$ cat src/rtl/flappy_pkg.sv
// Shared definitions for the flappy game slice: score width, BCD limit and
// the score_keeper state encoding.
package flappy_pkg;

  localparam int SCORE_W = 16;

  // Default saturation value of the 4-digit BCD display.
  localparam logic [SCORE_W-1:0] BCD_MAX_DEFAULT = 16'h9999;

  typedef enum logic [1:0] {
    ST_PLAY   = 2'd0,
    ST_SETTLE = 2'd1,
    ST_OVER   = 2'd2
  } state_e;

endpackage

$ cat src/rtl/score_keeper_bcd4_inc.sv
// bcd4_inc: combinational +1 on a 4-digit packed BCD value with decimal
// carry. Holds at BCD_MAX and flags o_sat when the input is already there.
module bcd4_inc
  import flappy_pkg::*;
#(
  parameter logic [SCORE_W-1:0] BCD_MAX = BCD_MAX_DEFAULT
) (
  input  logic [SCORE_W-1:0] i_bcd,
  output logic [SCORE_W-1:0] o_bcd,
  output logic               o_sat
);

  logic [SCORE_W-1:0] w_inc;

  // Ripple the increment up through the digits, then clamp at BCD_MAX.
  always_comb begin
    logic w_all9;
    w_inc  = i_bcd;
    w_all9 = 1'b1;
    for (int i = 0; i < 4; i++) begin
      if (w_all9) begin
        if (i_bcd[4*i +: 4] >= 4'd9) begin
          w_inc[4*i +: 4] = 4'd0;
        end else begin
          w_inc[4*i +: 4] = i_bcd[4*i +: 4] + 4'd1;
        end
      end else begin
        w_inc[4*i +: 4] = i_bcd[4*i +: 4];
      end
      w_all9 = w_all9 & (i_bcd[4*i +: 4] == 4'd9);
    end
    o_sat = (i_bcd >= BCD_MAX);
    if (o_sat) begin
      o_bcd = BCD_MAX;
    end else begin
      o_bcd = w_inc;
    end
  end

endmodule

$ cat src/rtl/score_keeper.sv
// score_keeper: follows the game controller's score one point per tick on a
// 4-digit BCD display, settles it on game over, and blinks while over.
// Optional feature macro SCORE_KEEPER_BEST_EN adds best-score tracking
// (best_bcd, new_record, clr_best); without it those outputs read 0.
module score_keeper
  import flappy_pkg::*;
#(
  parameter int unsigned        BLINK_HALF = 5,
  parameter logic [SCORE_W-1:0] BCD_MAX    = BCD_MAX_DEFAULT
) (
  input  logic               clk_100ms,
  input  logic               rst,
  input  logic [SCORE_W-1:0] score_in,
  input  logic               fail_in,
  input  logic               clr_best,
  output logic [SCORE_W-1:0] disp_bcd,
  output logic [SCORE_W-1:0] best_bcd,
  output logic               new_record,
  output logic               ovf,
  output logic               blink,
  output logic [1:0]         state
);

  localparam int CNT_W = (BLINK_HALF > 1) ? $clog2(BLINK_HALF) : 1;
  localparam logic [CNT_W-1:0] CNT_LAST = CNT_W'(BLINK_HALF - 1);

  state_e             r_state;
  state_e             w_state_nxt;
  logic [SCORE_W-1:0] r_disp_bin;
  logic [SCORE_W-1:0] r_disp_bcd;
  logic               r_ovf;
  logic               r_blink;
  logic [CNT_W-1:0]   r_blink_cnt;

  logic [SCORE_W-1:0] w_disp_bin_nxt;
  logic [SCORE_W-1:0] w_disp_bcd_nxt;
  logic               w_ovf_nxt;
  logic [SCORE_W-1:0] w_inc_bcd;
  logic               w_inc_sat;
  logic               w_eq;
  logic               w_settle_to_over;
  logic               w_enter_play;

  bcd4_inc #(.BCD_MAX(BCD_MAX)) u_inc (
    .i_bcd (r_disp_bcd),
    .o_bcd (w_inc_bcd),
    .o_sat (w_inc_sat)
  );

  assign w_eq             = (r_disp_bin == score_in);
  assign w_settle_to_over = (r_state == ST_SETTLE) && (w_state_nxt == ST_OVER);
  assign w_enter_play     = (r_state != ST_PLAY) && (w_state_nxt == ST_PLAY);

  // Display step: chase score_in by one point, or drop to zero on regression.
  always_comb begin
    w_disp_bin_nxt = r_disp_bin;
    w_disp_bcd_nxt = r_disp_bcd;
    w_ovf_nxt      = r_ovf;
    if (r_disp_bin < score_in) begin
      w_disp_bin_nxt = r_disp_bin + 16'd1;
      w_disp_bcd_nxt = w_inc_bcd;
      w_ovf_nxt      = r_ovf | w_inc_sat;
    end else if (r_disp_bin > score_in) begin
      w_disp_bin_nxt = 16'd0;
      w_disp_bcd_nxt = 16'd0;
      w_ovf_nxt      = 1'b0;
    end else begin
      w_disp_bin_nxt = r_disp_bin;
      w_disp_bcd_nxt = r_disp_bcd;
      w_ovf_nxt      = r_ovf;
    end
  end

  // Display registers.
  always_ff @(posedge clk_100ms or negedge rst) begin
    if (!rst) begin
      r_disp_bin <= 16'd0;
      r_disp_bcd <= 16'd0;
      r_ovf      <= 1'b0;
    end else begin
      r_disp_bin <= w_disp_bin_nxt;
      r_disp_bcd <= w_disp_bcd_nxt;
      r_ovf      <= w_ovf_nxt;
    end
  end

  // Game-phase next state; SETTLE waits for the display to catch up.
  always_comb begin
    w_state_nxt = r_state;
    case (r_state)
      ST_PLAY: begin
        if (fail_in) w_state_nxt = ST_SETTLE;
        else         w_state_nxt = ST_PLAY;
      end
      ST_SETTLE: begin
        if (!fail_in)  w_state_nxt = ST_PLAY;
        else if (w_eq) w_state_nxt = ST_OVER;
        else           w_state_nxt = ST_SETTLE;
      end
      ST_OVER: begin
        if (!fail_in) w_state_nxt = ST_PLAY;
        else          w_state_nxt = ST_OVER;
      end
      default: w_state_nxt = ST_PLAY;
    endcase
  end

  // Game-phase state register.
  always_ff @(posedge clk_100ms or negedge rst) begin
    if (!rst) r_state <= ST_PLAY;
    else      r_state <= w_state_nxt;
  end

  // Blink divider: restarts on OVER entry, toggles every BLINK_HALF ticks.
  always_ff @(posedge clk_100ms or negedge rst) begin
    if (!rst) begin
      r_blink     <= 1'b0;
      r_blink_cnt <= '0;
    end else if ((w_state_nxt == ST_OVER) && (r_state == ST_OVER)) begin
      if (r_blink_cnt == CNT_LAST) begin
        r_blink_cnt <= '0;
        r_blink     <= ~r_blink;
      end else begin
        r_blink_cnt <= r_blink_cnt + {{(CNT_W-1){1'b0}}, 1'b1};
      end
    end else begin
      r_blink     <= 1'b0;
      r_blink_cnt <= '0;
    end
  end

`ifdef SCORE_KEEPER_BEST_EN
  // The best score must survive rst, so these registers have no reset and
  // start from their declared initial value.
  logic [SCORE_W-1:0] r_best_bin = {SCORE_W{1'b0}};
  logic [SCORE_W-1:0] r_best_bcd = {SCORE_W{1'b0}};
  logic               r_new_record;

  // Best score: latched on settle completion; an explicit clear wins.
  always_ff @(posedge clk_100ms) begin
    if (clr_best) begin
      r_best_bin <= 16'd0;
      r_best_bcd <= 16'd0;
    end else if (w_settle_to_over && (r_disp_bin > r_best_bin)) begin
      r_best_bin <= r_disp_bin;
      r_best_bcd <= r_disp_bcd;
    end else begin
      r_best_bin <= r_best_bin;
      r_best_bcd <= r_best_bcd;
    end
  end

  // Record flag: decided at settle completion, dropped when play resumes.
  always_ff @(posedge clk_100ms or negedge rst) begin
    if (!rst) begin
      r_new_record <= 1'b0;
    end else if (w_settle_to_over) begin
      r_new_record <= (r_disp_bin > r_best_bin);
    end else if (w_enter_play) begin
      r_new_record <= 1'b0;
    end else begin
      r_new_record <= r_new_record;
    end
  end

  assign best_bcd   = r_best_bcd;
  assign new_record = r_new_record;
`else
  logic w_unused_best;
  assign w_unused_best = clr_best ^ w_settle_to_over ^ w_enter_play;
  assign best_bcd      = 16'd0;
  assign new_record    = 1'b0;
`endif

  assign disp_bcd = r_disp_bcd;
  assign ovf      = r_ovf;
  assign blink    = r_blink;
  assign state    = r_state;

endmodule

$ cat config.mk
export PLATFORM = sky130hd
export DESIGN_NAME = score_keeper
export DESIGN_NICKNAME = d
export VERILOG_FILES = /design/src/rtl/flappy_pkg.sv /design/src/rtl/score_keeper_bcd4_inc.sv /design/src/rtl/score_keeper.sv
export SDC_FILE = /design/constraint.sdc
export NUM_CORES = 1
export LEC_CHECK = 0
export BUFFER_PORTS_ARGS = -buffer_cell sky130_fd_sc_hd__buf_2
export CAP_MARGIN = 20
export CORE_MARGIN = 4
export CORE_UTILIZATION = 39
export DETAILED_ROUTE_END_ITERATION = 10
export PLACE_DENSITY = 0.57
export SLEW_MARGIN = 25
export SYNTH_ARGS = -nofsm -noshare
export SYNTH_HDL_FRONTEND = slang
export SYNTH_SLANG_ARGS = --single-unit
export TNS_END_PERCENT = 20
$ cat constraint.sdc
create_clock -name clk_100ms -period 4.92 [get_ports clk_100ms]
set_input_delay 0.984 -clock clk_100ms [delete_from_list [all_inputs] [get_ports clk_100ms]]
set_output_delay 0.984 -clock clk_100ms [all_outputs]
set_load 0.02 [all_outputs]
Word level (Yosys, flattened, before mapping)
Index checks and enable logic that the tools add are counted.
{"block": "totals", "regBits": 39, "latchBits": 0, "ram_bits": 0, "mem_bits_ro": 0, "inputBits": 20, "output_inout_bits": 37, "mem_count": 0}
{"block": "classes", "n_addsub": 6, "multipliers": 0, "n_div": 0, "magnitude_cmp": 7, "eq_ne": 12, "shifts": 0, "muxes": 22, "n_bitwise": 4, "n_reduce_logical": 6}
{"op": "16-bit 2-to-1 mux", "n": 4}
{"op": "4-bit 2-to-1 mux", "n": 7}
{"op": "16-bit by 1-bit adder with 16-bit output, second input constant", "n": 1}
{"op": "4-bit by 1-bit adder with 4-bit output, second input constant", "n": 4}
{"op": "16-bit equality test", "n": 1}
{"op": "16-bit greater-or-equal comparator, second input constant", "n": 1}
{"op": "4-bit greater-or-equal comparator, second input constant", "n": 4}
{"op": "16-bit > comparator", "n": 1}
{"op": "16-bit < comparator", "n": 1}
{"op": "4-bit equality test, second input constant", "n": 3}
{"op": "3-bit by 2-bit inequality test with 1-bit output, second input constant", "n": 3}
{"op": "2-bit 2-to-1 mux", "n": 3}
{"op": "3-bit 2-to-1 mux", "n": 2}
{"op": "2-bit one-hot mux with 3 select lines", "n": 1}
{"op": "2-bit AND reduction", "n": 3}
{"op": "1-bit 2-to-1 mux", "n": 5}
{"op": "2-bit equality test, second input constant", "n": 2}
{"op": "3-bit by 1-bit adder with 3-bit output, second input constant", "n": 1}
{"op": "3-bit equality test, second input constant", "n": 1}
{"op": "1-bit AND", "n": 2}
{"op": "2-bit by 1-bit equality test with 1-bit output, second input constant", "n": 1}
{"op": "2-bit logical NOT", "n": 1}
{"op": "2-bit by 1-bit inequality test with 1-bit output, second input constant", "n": 1}
{"op": "2-bit nonzero test", "n": 1}
{"op": "other kinds (3)", "n": 3}

Longest topological paths before layout
Gate-level depths: netlist of the first run.
{"block": "depth", "ltp_word": 7, "depth_mapped": 10}

By module
Synthesis of the first run repeated with hierarchy kept, for this count alone.
{"block": "unflattened", "cells_unflattened": 330, "area_unflattened_um2": 3042.9}
{"module": "score_keeper", "n_inst": 1, "cells_each": 241, "area_per_inst_um2": 2421.1}
{"module": "bcd4_inc", "n_inst": 1, "cells_each": 89, "area_per_inst_um2": 621.8}

Worst setup path before layout of the first run
OpenSTA, ideal clock, no wires.
{"block": "synth_path", "path_kind": "input to register", "from": "in score_in[13]", "to": "reg r_disp_bin[6]", "t_arrival_ns": 2.546, "required_time_ns": 4.795, "setup_slack_ns": 2.248, "path_stages": 9, "n_path_buf": 1, "path_cell_list": "inv_1 > ha_1 > a211o_1 > a21oi_1 > o21ai_1 > o21ai_1 > buf_2 > o21a_1 > mux2i_1"}
{"block": "synth_via", "elab_chain_len": 2, "elab_cells_between_ends": 4, "classes_between": "order compare (2); mux (1); reduce/logical (1)"}
{"element": "start: declaration", "line": "score_keeper.sv:13", "source": "input logic [SCORE_W-1:0] score_in,"}
{"element": "16-bit < comparator / 16-bit > comparator (equally long branches)", "line": "score_keeper.sv:59, score_keeper.sv:63"}
{"element": "16-bit 2-to-1 mux / 2-bit nonzero test (equally long branches)"}
{"element": "end signal: assignment", "line": "score_keeper.sv:81", "source": "r_disp_bin <= w_disp_bin_nxt;"}
{"element": "end: declaration", "line": "score_keeper.sv:29", "source": "logic [SCORE_W-1:0] r_disp_bin;"}
Parallel ways exist; a longest one is shown, timed or not.
A chain may end at the register's enable or synchronous reset.

Worst setup path after layout of the first run
{"block": "layout_path", "from": "in score_in[13]", "to": "reg r_disp_bcd[2], in the netlist disp_bcd[2]"}
{"block": "layout_via", "elab_chain_len": 2, "elab_cells_between_ends": 4, "classes_between": "order compare (2); mux (1); reduce/logical (1)"}
{"element": "16-bit < comparator / 16-bit > comparator (equally long branches)", "line": "score_keeper.sv:59, score_keeper.sv:63"}
{"element": "16-bit 2-to-1 mux / 2-bit nonzero test (equally long branches)"}
{"element": "end signal: assignment", "line": "score_keeper.sv:82", "source": "r_disp_bcd <= w_disp_bcd_nxt;"}
{"element": "end: declaration", "line": "score_keeper.sv:30", "source": "logic [SCORE_W-1:0] r_disp_bcd;"}
Parallel ways exist; a longest one is shown, timed or not.

==> out/qor.yml, run 1 <==
status: "completed"
start_kind: "input pin"
synth_top_family_by_area: "compound AO/OA/AOI/OAI gates"
seq_area_um2: 975.9
grt_usage: 0.1470
maxSlewHeadroom: 0.4261
synthAdderAreaFrac: 0.1368
dp_hpwl_um: 4524
max_stage_delay_ns: 0.56
end_kind: "flip-flop"
totalWireLength_um: 6109
synth_compound_area_frac: 0.1981
syn_avg_cell_area_um2: 9.029
leakage_nw: 1.637
fin_area_mm2: 0.003157
fin_setup_tns_ns: 0
grt_pass1_vias: 2178
worstRegToRegCells: 8
synth_cell_type_count: 53
postRouteAntennaNets: 0
report.final.setup_viol: 0
cts-buffers-inserted: 5
synth_seq_cells: 39
io_buffer_count: 38
diodes: 0
tightest_slew_ns: 0.8519
hold_buffers: 0
grt-busiest-layer: "met2"
cp.required_ns: 5.11
overflow: 0
synthMuxAreaShare: 0.02824
crit_chain: "buf_2 -> inv_1 -> ha_1 -> a211o_1 -> a21oi_1 -> o21ai_1 -> o21ai_1 -> buf_4 -> o31ai_1 -> a21o_2"
crit_type: "in2reg"
clock-sinks: 39
met2_usage: 0.2478
nFillCells: 716
crit_fanout: 10
grt_pass1_wl_um: 10370
hp-class: "reg2reg"
worstHoldPathCells: 1
yosys_warnings: 0
synth-edff-count: 0
worst-r2r-setup-slack_ns: 2.25
nets: 406
gp_congestion: 0.7984
pre_cts_ws_ns: 1.549
num_rows: 30
irDropWorstVdd_mv: 0.1070
syn_inst: 314
tritoncts: "built"
layout-area-overhead-vs-synth_pct: 11.34
yosys.area.top_type: "dfrtp_1"
syn-cell-area_mm2: 0.002835
synth_xor_area_frac: 0.006178
drv_slew: 0
rsz0062_at_grt: "no"
fin_skew_ns: 0.006194
arrival_ns: 3.20
place_area_mm2: 0.003053
layout_setup_ws_ns: 1.907
drive_above_1_share: 0.1657
fin_cells: 452
core_mm2: 0.006944
period_needed_ns: 3.013
grt_use_met3: 0.03138
vias: 2309
synth_top_flop_cell: "dfrtp_1"
cts_buffer_depth: 2
finalCritPeriodShare: 0.6125
viasPerCell: 5.108
start_util: 0.4083
die_h_um: 93.27
hold_ws_ns: 0.4702
antenna_found_initial: 0
hold_viol: 0
routed_wire_length_per_instance_um: 13.52
drtIter0Drc: 135
cts_setup_buffers: 0
ys_seq_area_frac: 0.3442
multi_input_area_mm2: 0.001632
htreeDepth: 2
ys_top_cells_by_area: "dfrtp_1, ha_1, buf_4"
cp_slowest_cell: "o21ai_1"
yosysTopAreaCellShare: 0.3442
clk_pin_slew_worst_paths_ns: 0.08
synth-simple-area-share: 0.1836
grt_start_max_net_pins: 40
clk_latency_ns: 0.30
cts_root_buf: "clkbuf_8"
die-area_mm2: 0.008698
ios: 57
cts_resized: 0
dp_cells: 443
cp_common_cell: "o21ai_1"
drc: 0
first_pass_iters: 4
fmax_ghz: 0.3318
cap_violations: 0
synthArstFlopShare: 1.000
die_w_um: 93.27
use_met1: 0.1913
cellPowerDensity_mw_per_mm2: 369.6
## cell type report
cell class | instances | share of cell area
clock inverters | 3 | 0.004756
well taps | 96 | 0.03805
multi-input cells | 237 | 0.5168
repair buffers | 42 | 0.07372
flip-flops and latches | 39 | 0.3092
inverters | 30 | 0.03567
clock buffers | 5 | 0.02180
## worst max-delay path: cells and delay by family
| family | cells | cell delay, ns |
|---|---|---|
| adder cells (fa/ha/maj) | 1 | 0.30 |
| AO/OA/AOI/OAI | 6 | 1.51 |
| buffers and inverters | 3 | 0.40 |
## report_power, final
part / internal [W] / leakage [nW] / switching (W) / total (W)
combinational: 0.000197 / 1.07 / 0.000250 / 0.000447
sequential: 0.000395 / 0.516 / 0.000108 / 0.000503
clock: 0.0000972 / 0.0477 / 0.000120 / 0.000217
## final timing paths
path | from | end
setup / recovery | score_in[13] | disp_bcd[2]$_DFFE_PN0P_
hold / removal | r_blink_cnt[0]$_DFF_PN0_ | r_blink_cnt[0]$_DFF_PN0_
setup reg to reg | disp_bcd[1]$_DFFE_PN0P_ | disp_bcd[2]$_DFFE_PN0P_
hold reg to reg | r_blink_cnt[0]$_DFF_PN0_ | r_blink_cnt[0]$_DFF_PN0_
max in group asynchronous | rst | disp_bcd[5]$_DFFE_PN0P_
min in group asynchronous | rst | r_blink_cnt[2]$_DFF_PN0_
## routing by layer
metal,vias to the layer above,part of all wire
met5,-,0
met3,6,0.042
met4,0,0.012
met1,1094,0.46
met2,48,0.48
li1,1161,-
## kinds of logic after synthesis
kind of cell	Yosys count
compound gates	85
xor+xnor	2
fa+ha+maj	31
buf+inv	54
flops	39
mux	8
other cells	1
simple gates	94
## layout by cell type, fill, tap and decap left out, types with 3 or more instances in the layout
cell	n
and3_1	7
o21ai_0	21
ha_1	31
o2bb2ai_1	6
dfrtp_1	39
clkbuf_8	5
buf_2	38
o21ai_1	3
nand3_1	9
clkinv_2	3
nand2b_1	5
buf_4	3
nand2_1	33
nor2_1	9
o21ai_2	3
a21oi_1	18
nor3b_1	3
o21a_1	9
nand4_1	7
a21o_1	4
o31ai_1	4
nor4b_1	4
mux2i_1	8
conb_1	17
inv_1	30
## sequential cells by signal (all words and copies together) (netlist names)
register,cells
blink,1
disp_bcd,16
ovf,1
r_blink_cnt,3
r_disp_bin,16
state,2
## synth_stat cells, types with 2 or more instances
master and instances:
a21o_1 4, a21oi_1 18, a22o_1 2, a32o_1 2
and3_1 7, and3b_1 2, buf_2 5, buf_4 17
buf_6 2, dfrtp_1 39, ha_1 31, inv_1 30
mux2i_1 8, nand2_1 33, nand2b_1 5, nand3_1 9
nand4_1 7, nand4b_1 2, nor2_1 9, nor2b_1 2
nor3b_1 3, nor4b_1 4, o211ai_1 2, o21a_1 9
o21ai_0 21, o21ai_1 3, o21ai_2 3, o2bb2ai_1 6
o31ai_1 4, xor2_1 2
## metrics by stage
step | util | power, W
finish | 0.4546 | 0.001167
global route | 0.4546 | 0.001266
CTS | 0.4517 | 0.001176
detailed placement | 0.4396 | 0.0009535
global placement | 0.4396 | 0.0009405
floorplan | - | 0.0008232
(Power assumes the default switching activity.)
==> inputs of run 2 (changes only) <==
- clock period: 4.92 -> 2.8 ns (I/O delays scaled with it)
==> out/qor.yml, run 2 (synthesis gave the netlist of run 1 again) <==
tritoncts: "built"
fmax_ghz: 0.4175
fin_cells: 458
drv_slew: 0
viasPerCell: 5.039
vias: 2308
start_util: 0.4083
nFillCells: 703
grt-busiest-layer: "met2"
period_needed_ns: 2.395
core_mm2: 0.006944
final_cell_mix: "dfrtp_1, buf_2, nand2_1"
io_buffer_count: 38
worst-r2r-setup-slack_ns: 0.40
hold_viol: 0
clk_pin_slew_worst_paths_ns: 0.09
clock-sinks: 39
drive_above_1_share: 0.1796
routed_wire_length_per_instance_um: 13.22
report.final.setup_viol: 0
crit_fanout: 12
start_kind: "flip-flop"
cts_buffer_depth: 2
fin_setup_tns_ns: 0
grt_start_max_net_pins: 40
antenna_found_initial: 0
reg2reg_from: "disp_bcd[0]$_DFFE_PN0P_"
overflow: 0
leakage_nw: 1.659
fin_area_mm2: 0.003211
clk_latency_ns: 0.29
place_area_mm2: 0.003098
dp_hpwl_um: 4516
rsz0062_at_grt: "no"
cts_resized: 0
status: "completed"
cts_root_buf: "clkbuf_8"
die_h_um: 93.27
fin_skew_ns: 0.009348
hold_buffers: 0
r2r_end: "disp_bcd[2]$_DFFE_PN0P_"
met2_usage: 0.2436
diodes: 0
layout-area-overhead-vs-synth_pct: 13.24
ios: 57
cts_setup_buffers: 0
dp_cells: 449
htreeDepth: 2
cp.required_ns: 3.03
end_kind: "flip-flop"
die-area_mm2: 0.008698
totalWireLength_um: 6056
die_w_um: 93.27
cap_violations: 0
postRouteAntennaNets: 0
cellPowerDensity_mw_per_mm2: 641.5
grt_pass1_wl_um: 10010
use_met1: 0.1797
grt_use_met3: 0.03379
drc: 0
worstRegToRegCells: 7
drtIter0Drc: 98
grt_pass1_vias: 2135
num_rows: 30
grt_usage: 0.1424
finalCritPeriodShare: 0.8554
irDropWorstVdd_mv: 0.2228
first_pass_iters: 4
cts-buffers-inserted: 5
arrival_ns: 2.63
hp-class: "in2async"
layout_commonest_cell: "dfrtp_1"
gp_congestion: 0.7940
nets: 412
crit_type: "reg2reg"
==> run 2: cell types whose count changed in the layout (fill, tap and decap cells not counted), sizes merged <==
cell and change:
clkinvlp +2, clkinv -3, inv +1, buf +6
==> run 2: per-stage QoR <==
step	power [W]	setup slack, ns	hold WS [ns]	utilization
final	0.002059	0.4049	0.1180	0.4623
after global placement	0.001653	0.2702	0.4608	0.4461
after floorplan	0.001446	0.5523	0.2644	-
after detailed placement	0.001669	0.2561	0.4739	0.4461
after global routing	0.002239	0.1539	0.1188	0.4623
after CTS	0.002080	0.3907	0.4200	0.4595
==> run 2: layout make-up <==
class                           count  area, µm²  share of cell area
Inverter                           30      112.6             0.03507
Tap cell                           96      120.1             0.03741
Multi-Input combinational cell    237       1632              0.5082
Clock buffer                        5      68.82             0.02143
Timing Repair Buffer               48      277.8             0.08652
Clock inverter                      3      23.77            0.007405
Sequential cell                    39      975.9              0.3040
==> run 2: worst max-delay path by stage <==
stage / from / endpoint / slack [ns] / depth (start not counted)
after detailed placement: score_in[13] / disp_bcd[2]$_DFFE_PN0P_ / 0.26 / 10
final: disp_bcd[0]$_DFFE_PN0P_ / disp_bcd[2]$_DFFE_PN0P_ / 0.40 / 7
after global placement: score_in[13] / disp_bcd[2]$_DFFE_PN0P_ / 0.27 / 10
after CTS: disp_bcd[1]$_DFFE_PN0P_ / disp_bcd[2]$_DFFE_PN0P_ / 0.39 / 8
after floorplan: score_in[13] / r_disp_bin[6]$_DFFE_PN0P_ / 0.55 / 9
after global routing: disp_bcd[1]$_DFFE_PN0P_ / disp_bcd[2]$_DFFE_PN0P_ / 0.15 / 8
==> run 2: worst max-delay path: stages (launching register included) <==
cell and delay (ns):
dfrtp_1 0.45, ha_1 0.23, or3b_1 0.40, a311oi_1 0.36, o41a_1 0.28, nand3_4 0.20
nor4b_1 0.29, a21o_2 0.13
==> run 2: where the power goes <==
part	switching, W	internal, W
registers	0.000186	0.000693
clock network	0.000227	0.000178
logic	0.000430	0.000344
==> run 2: metal layers <==
layer | vias up | part of all wire
li1 | 1186 | -
met1 | 1078 | 0.46
met2 | 37 | 0.49
met3 | 7 | 0.039
met4 | 0 | 0.0079
met5 | - | 0
